## config.mk

```make
export PLATFORM = sky130hd
export DESIGN_NAME = sync_fifo_ctrl
export DESIGN_NICKNAME = d
export VERILOG_FILES = /design/src/rtl/sync_fifo_ctrl.sv
export SDC_FILE = /design/constraint.sdc
export NUM_CORES = 1
export LEC_CHECK = 0
export BUFFER_PORTS_ARGS = -buffer_cell sky130_fd_sc_hd__buf_2
export CAP_MARGIN = 20
export CORE_ASPECT_RATIO = 0.6
export CORE_MARGIN = 2
export CORE_UTILIZATION = 50
export CTS_BUF_LIST = sky130_fd_sc_hd__clkbuf_16
export CTS_CLUSTER_SIZE = 8
export DETAILED_ROUTE_END_ITERATION = 7
export PLACE_DENSITY = 0.73
export SYNTH_ARGS = -nofsm -noshare
export SYNTH_HDL_FRONTEND = slang
export SYNTH_SLANG_ARGS = --single-unit
```

## constraint.sdc

```tcl
create_clock -name clk -period 2.2 [get_ports clk]
set_input_delay 0.22 -clock clk [delete_from_list [all_inputs] [get_ports clk]]
set_output_delay 0.22 -clock clk [all_outputs]
set_load 0.01 [all_outputs]
```

## src/rtl/sync_fifo_ctrl.sv

```systemverilog
`default_nettype none
// ============================================================================
//  Module      : sync_fifo_ctrl
//  Description : Single-clock parametrised FIFO with occupancy count,
//                almost-full/almost-empty thresholds and sticky error flags.
//                Define FIFO_FWFT_EN for first-word fall-through read mode.
//  Revision    : 1.0  initial release
// ============================================================================
module sync_fifo_ctrl #(
    parameter int DATA_WIDTH    = 8,
    parameter int ADDR_WIDTH    = 2,
    parameter int AFULL_THRESH  = 3,
    parameter int AEMPTY_THRESH = 1
) (
    input  logic                  clk,
    input  logic                  Sync_Reset,
    input  logic [DATA_WIDTH-1:0] data_in,
    input  logic                  Wr_enable,
    input  logic                  Read_enable,
    input  logic                  clr_err,
    output logic [DATA_WIDTH-1:0] data_out,
    output logic                  data_valid,
    output logic                  full,
    output logic                  empty,
    output logic                  almost_full,
    output logic                  almost_empty,
    output logic [ADDR_WIDTH:0]   count,
    output logic                  overflow,
    output logic                  underflow
);

    localparam int                DEPTH    = 1 << ADDR_WIDTH;
    localparam logic [ADDR_WIDTH:0] c_depth  = (ADDR_WIDTH+1)'(DEPTH);
    localparam logic [ADDR_WIDTH:0] c_afull  = (ADDR_WIDTH+1)'(AFULL_THRESH);
    localparam logic [ADDR_WIDTH:0] c_aempty = (ADDR_WIDTH+1)'(AEMPTY_THRESH);
    localparam logic [ADDR_WIDTH:0] c_one    = (ADDR_WIDTH+1)'(1);

    logic [DATA_WIDTH-1:0] mem_q [DEPTH];

    logic [ADDR_WIDTH:0] wr_ptr_q, wr_ptr_d;
    logic [ADDR_WIDTH:0] rd_ptr_q, rd_ptr_d;
    logic [ADDR_WIDTH:0] count_q,  count_d;
    logic                overflow_q,  overflow_d;
    logic                underflow_q, underflow_d;

    logic w_full;
    logic w_empty;
    logic w_rd_acc;
    logic w_wr_acc;
    logic [ADDR_WIDTH-1:0] w_rd_idx;
    logic [ADDR_WIDTH-1:0] w_wr_idx;

    // Flags decode the registered count directly, so they never lag the data.
    assign w_full   = (count_q == c_depth);
    assign w_empty  = (count_q == '0);
    assign w_rd_acc = Read_enable & ~w_empty;
    assign w_wr_acc = Wr_enable & (~w_full | w_rd_acc);
    assign w_rd_idx = rd_ptr_q[ADDR_WIDTH-1:0];
    assign w_wr_idx = wr_ptr_q[ADDR_WIDTH-1:0];

    always_comb begin
        wr_ptr_d    = wr_ptr_q;
        rd_ptr_d    = rd_ptr_q;
        count_d     = count_q;
        overflow_d  = overflow_q | (Wr_enable & ~w_wr_acc);
        underflow_d = underflow_q | (Read_enable & ~w_rd_acc);
        if (w_wr_acc) begin
            wr_ptr_d = wr_ptr_q + c_one;
        end
        if (w_rd_acc) begin
            rd_ptr_d = rd_ptr_q + c_one;
        end
        if (w_wr_acc && !w_rd_acc) begin
            count_d = count_q + c_one;
        end else if (!w_wr_acc && w_rd_acc) begin
            count_d = count_q - c_one;
        end
        if (clr_err) begin
            overflow_d  = 1'b0;
            underflow_d = 1'b0;
        end
    end

    always_ff @(posedge clk) begin
        if (Sync_Reset) begin
            wr_ptr_q    <= '0;
            rd_ptr_q    <= '0;
            count_q     <= '0;
            overflow_q  <= 1'b0;
            underflow_q <= 1'b0;
        end else begin
            wr_ptr_q    <= wr_ptr_d;
            rd_ptr_q    <= rd_ptr_d;
            count_q     <= count_d;
            overflow_q  <= overflow_d;
            underflow_q <= underflow_d;
        end
    end

    // Storage is not reset; a write coinciding with reset is dropped.
    always_ff @(posedge clk) begin
        if (w_wr_acc && !Sync_Reset) begin
            mem_q[w_wr_idx] <= data_in;
        end
    end

`ifdef FIFO_FWFT_EN
    assign data_out   = mem_q[w_rd_idx];
    assign data_valid = ~w_empty;
`else
    logic [DATA_WIDTH-1:0] data_out_q;
    logic                  data_valid_q;

    always_ff @(posedge clk) begin
        if (Sync_Reset) begin
            data_out_q   <= '0;
            data_valid_q <= 1'b0;
        end else begin
            data_valid_q <= w_rd_acc;
            if (w_rd_acc) begin
                data_out_q <= mem_q[w_rd_idx];
            end
        end
    end

    assign data_out   = data_out_q;
    assign data_valid = data_valid_q;
`endif

    assign full         = w_full;
    assign empty        = w_empty;
    assign almost_full  = (count_q >= c_afull);
    assign almost_empty = (count_q <= c_aempty);
    assign count        = count_q;
    assign overflow     = overflow_q;
    assign underflow    = underflow_q;

endmodule
`default_nettype wire

```

==> results of run 1 <==
[synthesized netlist by cell type (2+ instances only)]
cell type  instances  share of area
a21oi_1           16          0.038
buf_2              3         0.0072
buf_6              2          0.011
dfxtp_1           18           0.17
edfxtp_1          32           0.46
ha_1              10          0.060
inv_1              9          0.016
mux4_2             8          0.086
nand2_1            2         0.0036
nand3_1           11          0.026
nor2_1             6          0.011
nor3_1             2         0.0048
nor3b_1            5          0.018
o21ai_0           10          0.024
o21ai_1            3         0.0072
[through the flow]
stage	util	worst slack (ps)
after global placement	0.564	435
final	0.606	195
after CTS	0.606	227
after floorplan	-	106
after detailed placement	0.564	247
after global routing	0.606	18.9
[critical path, cell delays in order (launching register included)]
cell	delay, ps
dfxtp_1	350
inv_1	140
ha_1	240
nand3b_1	190
nand2_1	220
inv_1	80
ha_1	380
mux2i_1	240
nor2_1	50
[state kept, by name, indices dropped and copies added (netlist names)]
signal,flops
data_out,8
wr_ptr_q,2
count,3
rd_ptr_q,2
overflow,1
mem_q,32
underflow,1
data_valid,1
[per-layer routing]
| layer | share of wire | up-vias |
|---|---|---|
| met5 | 0 | - |
| met4 | 0.012 | 0 |
| met3 | 0.050 | 6 |
| met2 | 0.46 | 31 |
| met1 | 0.48 | 662 |
| li1 | - | 627 |
[how the worst max path moves through the flow]
| stage | from | endpoint | slack, ps | depth (start not counted) |
|---|---|---|---|---|
| floorplan | count[0]$_SDFFE_PP0P_ | mem_q[2][0]$_DFFE_PP_ | 110 | 5 |
| global placement | count[0]$_SDFFE_PP0P_ | count[1]$_SDFFE_PP0P_ | 430 | 8 |
| detailed placement | count[1]$_SDFFE_PP0P_ | count[1]$_SDFFE_PP0P_ | 250 | 8 |
| CTS | count[0]$_SDFFE_PP0P_ | count[1]$_SDFFE_PP0P_ | 230 | 8 |
| global route | count[1]$_SDFFE_PP0P_ | count[1]$_SDFFE_PP0P_ | 20 | 8 |
| finish | count[1]$_SDFFE_PP0P_ | count[1]$_SDFFE_PP0P_ | 200 | 8 |
[power by group]
part | switching [uW] | leakage [uW] | internal, uW
clock | 322 | 0.0000852 | 534
sequential | 86.0 | 0.000438 | 1110
combinational | 553 | 0.000425 | 408
total | 960 | 0.000948 | 2050
[kinds of logic (layout without fill, tap and decap cells)]
logic type      count (synthesis)  in the layout  share of synthesized area
flops                          50             50                      0.633
simple gates                   32             32                     0.0839
compound gates                 31             31                     0.0767
buf+inv                        19             54                     0.0468
fa+ha+maj                      10             10                     0.0600
mux                             9              9                     0.0911
xor+xnor                        2              2                    0.00839
[cell type report]
class | instances | share of cell area
multi-input cells | 84 | 0.272
inverters | 10 | 0.0163
clock inverters | 3 | 0.0173
clock buffers | 5 | 0.0510
well taps | 50 | 0.0255
repair buffers | 36 | 0.0795
flip-flops and latches | 50 | 0.538
==> metrics.md, run 1 <==
| Metric | Value |
|---|---|
| Hpwl dp | `2.80 mm` |
| Initial antenna violation count | `0` |
| WHS Endpoint | `overflow$_SDFF_PP0_` |
| Hold Worst Slack | `118 ps` |
| Setup Buffers After CTS | `0` |
| Tot GR Track Use | `0.188` |
| Reg2reg setup slack | `200 ps` |
| Most common cell after layout, fill and taps aside | `edfxtp_1` |
| Initial DRC count | `56` |
| Fin crit share | `0.911` |
| Hold Crit Depth | `2` |
| Number of synthesized flops with an enable pin | `32` |
| Max rail drop VDD | `0.500 mV` |
| Post-CTS sizing | `0` |
| First-pass GRT wire length | `6.29 mm` |
| CTS clock-pin slew for the worst setup and hold paths | `60 ps` |
| Critical path startpoint category | `flip-flop` |
| Area occupied by multi-input gates | `668 sq um` |
| Reg2reg path depth | `8` |
| Clk_lat worst skew | `290 ps` |
| Cell area after synthesis | `2090 sq um` |
| CP arrival | `2170 ps` |
| Largest net degree at the start of global routing | `23` |
| Final hold vios | `0` |
| Distinct cells, synth | `31` |
| Critical path class | `flip-flop to flip-flop` |
| Synth warn | `0` |
| Antenna Cells | `0` |
| Grt total ovfl | `0` |
| Die area | `4720 sq um` |
| Fin cells | `238` |
| Dpl cells | `230` |
| Fin nets | `210` |
| Routed WL per cell | `16.6 um` |
| CTS root buffer | `clkbuf_16` |
| P&R area growth vs syn | `17.6%` |
| Gpl congestion | `0.707` |
| # port buffers | `30` |
| Max-slew violation count | `0` |
| Synthesized instance count | `153` |
| # fillers | `336` |
| Via count | `1326` |
| MaxCap Viol Count | `0` |
| Longest Clk Path Bufs | `2` |
| HP Start | `clr_err` |
| Register bit count reported by yosys | `50` |
| CTS tree | `done` |
| Syn Nets | `176` |
| Detail-routed via count per cell | `5.57` |
| Power per Cell Area | `1230 nW/um^2` |
| Status | `finished clean` |
| Minimum clock period | `2000 ps` |
| Clk_skew | `6.75 ps` |
| Placement Cell Area | `2290 sq um` |
| Critical Path RT | `2360 ps` |
| Htree depth | `2` |
| Total Neg Setup Slack | `0 ps` |
| Capture point of the worst reg-to-reg path | `count[1]$_SDFFE_PP0P_` |
| Met1 Usage GRT | `0.259` |
| Total CTS buffers | `5` |
| RSZ-0062 raised after global routing | `false` |
| Hold Path Class | `input port to flip-flop` |
| Core area | `4050 sq um` |
| Pleak | `0.000948 uW` |
| Drt drc | `0` |
| Post-route cell area | `2450 sq um` |
| Post-Syn Area per Cell | `13.6 sq um` |
| Final ANT Viol Nets | `0` |
| Worst R2R Start | `count[1]$_SDFFE_PP0P_` |
| Die W | `87.4 um` |
| Layout cells sized above 1 | `0.277` |
| Seq. cell area | `1320 sq um` |
| Cell Rows | `18` |
| Initial DRT Pass Iterations | `4` |
| CP max FO | `5` |
| Achievable Freq | `499 MHz` |
| Most frequent cells in the layout | `edfxtp_1, buf_2, dfxtp_1, a21oi_1, nand3_1` |
| GR Util met2 | `0.283` |
| Final Setup Violations | `0` |
| Busiest grt layer | `met2` |
| Slew HR | `0.684` |
| IO Pins | `31` |
| Vias in the first global route | `1253` |
| Overall power after layout | `3010 uW` |
| Grt met3 use | `0.0567` |
| Sequential fraction of the synthesis area | `0.633` |
| Asr flop ratio synth | `0` |
| Die Y | `54.0 um` |
| Initial Util | `0.515` |
| WL final | `3.94 mm` |
| Ys flop type | `edfxtp_1` |
| Crit end category | `flip-flop` |
| Actual slew at the worst max-slew pin | `474 ps` |
| Clk sinks | `50` |
| Post-CTS Hold Buffers | `0` |
No activity file was read; power rests on OpenSTA's default activity.
==> run 2, diff against run 1 <==
CORE_ASPECT_RATIO = 0.8   (was 0.6)
==> run 2 against run 1 <==
Final area shrank 0.82%. Clock power down 15%. Critical path depth grew 1. Via count down 2.0%. Maximum frequency increased by 7.2%. Core utilization rose by 1.8 points. Global-route usage shrank 0.85 points. Combinational power shrank 2%. Total power fell by 5.0%. Critical path type unchanged. Highest routed layer unchanged.
==> metrics.md, run 2 (same netlist as run 1, synthesis figures left out) <==
| Metric | Value |
|---|---|
| CP max stage delay | `360 ps (was 380 ps)` |
| P&R area growth vs syn | `16.7% (was 17.6%)` |
| Power per Cell Area | `1180 nW/um^2 (was 1230 nW/um^2)` |
| Final Setup Violations | `0 (unchanged)` |
| Critical path startpoint category | `flip-flop (unchanged)` |
| Tot GR Track Use | `0.179 (was 0.188)` |
| Largest net degree at the start of global routing | `23 (unchanged)` |
| Initial Util | `0.535 (was 0.515)` |
| IO Pins | `31 (unchanged)` |
| CTS clock-pin slew for the worst setup and hold paths | `60 ps (about the same)` |
| Crit path cell chain | `inv_1 -> ha_1 -> nand3b_1 -> nand2_1 -> inv_1 -> ha_1 -> nor3b_1 -> o21bai_1 -> a21oi_1 (was inv_1 -> ha_1 -> nand3b_1 -> nand2_1 -> inv_1 -> ha_1 -> mux2i_1 -> nor2_1)` |
| Overall power after layout | `2860 uW (was 3010 uW)` |
| RSZ-0062 raised after global routing | `false (unchanged)` |
| Grt total ovfl | `0 (unchanged)` |
| Fin nets | `210 (unchanged)` |
| Status | `finished clean (unchanged)` |
| Actual slew at the worst max-slew pin | `477 ps (was 474 ps)` |
| Vias in the first global route | `1246 (was 1253)` |
| Max-slew violation count | `0 (unchanged)` |
| CTS root buffer | `clkbuf_16 (unchanged)` |
| Via count | `1300 (was 1326)` |
| Gpl congestion | `0.830 (was 0.707)` |
| Detail-routed via count per cell | `5.35 (was 5.57)` |
| Die area | `4710 sq um (was 4720 sq um)` |
| Critical path class | `flip-flop to flip-flop (unchanged)` |
| Max rail drop VDD | `0.576 mV (was 0.500 mV)` |
| Total Neg Setup Slack | `0 ps (unchanged)` |
| Cell Rows | `20 (was 18)` |
| CP arrival | `2080 ps (was 2170 ps)` |
| Core area | `3900 sq um (was 4050 sq um)` |
| Hold Crit Depth | `2 (unchanged)` |
| Routed WL per cell | `15.8 um (was 16.6 um)` |
| Clk sinks | `50 (unchanged)` |
| CTS tree | `done (unchanged)` |
| HP Start | `clr_err (unchanged)` |
| Final ANT Viol Nets | `0 (unchanged)` |
| Critical-path top delay cell | `dfxtp_1 (was ha_1)` |
| Crit end category | `flip-flop (unchanged)` |
| Most frequent cells in the layout | `edfxtp_1, buf_2, dfxtp_1, a21oi_1, nand3_1 (unchanged)` |
| Critical Path RT | `2410 ps (was 2360 ps)` |
| Reg2reg path depth | `9 (was 8)` |
| Hpwl dp | `2.65 mm (was 2.80 mm)` |
| Drt drc | `0 (unchanged)` |
| Setup Buffers After CTS | `0 (unchanged)` |
| Achievable Freq | `535 MHz (was 499 MHz)` |
| Layout cells sized above 1 | `0.277 (unchanged)` |
| Clk_lat worst skew | `280 ps (was 290 ps)` |
| Fin crit share | `0.850 (was 0.911)` |
| Max FFs per register | `32 (unchanged)` |
| Antenna Cells | `0 (unchanged)` |
| # port buffers | `30 (unchanged)` |
| Initial DRC count | `66 (was 56)` |
| Htree depth | `2 (unchanged)` |
| Initial DRT Pass Iterations | `4 (unchanged)` |
| WL final | `3.83 mm (was 3.94 mm)` |
| Post-CTS sizing | `0 (unchanged)` |
| Initial antenna violation count | `0 (unchanged)` |
| Pleak | `0.000930 uW (was 0.000948 uW)` |
| Worst R2R Start | `count[0]$_SDFFE_PP0P_ (was count[1]$_SDFFE_PP0P_)` |
| Reg2reg setup slack | `330 ps (was 200 ps)` |
| MaxCap Viol Count | `0 (unchanged)` |
| Slew HR | `0.682 (was 0.684)` |
| Capture point of the worst reg-to-reg path | `count[2]$_SDFFE_PP0P_ (was count[1]$_SDFFE_PP0P_)` |
| Die Y | `61.8 um (was 54.0 um)` |
| Longest Clk Path Bufs | `2 (unchanged)` |
| CP max FO | `5 (unchanged)` |
| Total CTS buffers | `5 (unchanged)` |
| Minimum clock period | `1870 ps (was 2000 ps)` |
| Final hold vios | `0 (unchanged)` |
| Most common cell after layout, fill and taps aside | `edfxtp_1 (unchanged)` |
| # fillers | `312 (was 336)` |
| Clk_skew | `2.96 ps (was 6.75 ps)` |
| Die W | `76.2 um (was 87.4 um)` |
| Most flop-heavy register | `mem_q (unchanged)` |
| Post-CTS Hold Buffers | `0 (unchanged)` |
| WHS Endpoint | `overflow$_SDFF_PP0_ (unchanged)` |
| Hold Path Class | `input port to flip-flop (unchanged)` |
| First-pass GRT wire length | `6.22 mm (was 6.29 mm)` |
==> run 2: cell types whose count changed in the layout (fill, tap and decap cells not counted), sizes merged <==
cell	delta
clkinv	+1
clkinvlp	+1
bufinv	-1
inv	-1
==> run 2: metal layers <==
layer	wire (um)	track usage	part of all wire	vias to the layer above
met1	1670	0.231	0.44	625
met5	0	0	0	-
met3	210	0.0390	0.055	8
met2	1880	0.302	0.49	36
li1	-	-	-	631
met4	67	0.0857	0.017	0
==> run 2: worst max path at each step <==
stage,startpoint,to,slack (ps),depth (start not counted)
finish,count[0]$_SDFFE_PP0P_,count[2]$_SDFFE_PP0P_,330,9
global route,count[1]$_SDFFE_PP0P_,count[2]$_SDFFE_PP0P_,130,9
CTS,count[1]$_SDFFE_PP0P_,empty,340,5
detailed placement,count[0]$_SDFFE_PP0P_,mem_q[2][2]$_DFFE_PP_,370,6
global placement,count[0]$_SDFFE_PP0P_,count[2]$_SDFFE_PP0P_,470,8
floorplan,count[0]$_SDFFE_PP0P_,mem_q[2][0]$_DFFE_PP_,110,5
==> run 2: stage by stage <==
stage               hold WS [ps]  instance area (sq um)  setup slack (ps)   util  cells
global placement             433                   2290               474  0.588    235
finish                       129                   2430               330  0.624    243
detailed placement           426                   2290               369  0.588    235
floorplan                    297                   2090               106      -    153
global route                 134                   2430               130  0.624    243
CTS                          125                   2430               341  0.624    243
==> run 2: critical path, delay by kind of cell (launching register included) <==
family,cells,cell delay [ps]
buf+inv,2,220
fa+ha+maj,2,460
compound gates,2,220
simple gates,3,550
flops,1,360
==> run 2: layout make-up <==
cell class,count,area (sq um),share of cell area
Sequential cell,50,1320,0.543
Inverter,10,40.0,0.0164
Timing Repair Buffer,36,195,0.0802
Tap cell,55,68.8,0.0283
Clock buffer,5,125,0.0514
Clock inverter,3,16.3,0.00668
Multi-Input combinational cell,84,668,0.274
==> run 2: where the power goes <==
part | internal (uW) | switching [uW]
Clock | 415 | 312
Combinational | 403 | 537
Sequential | 1110 | 85.2
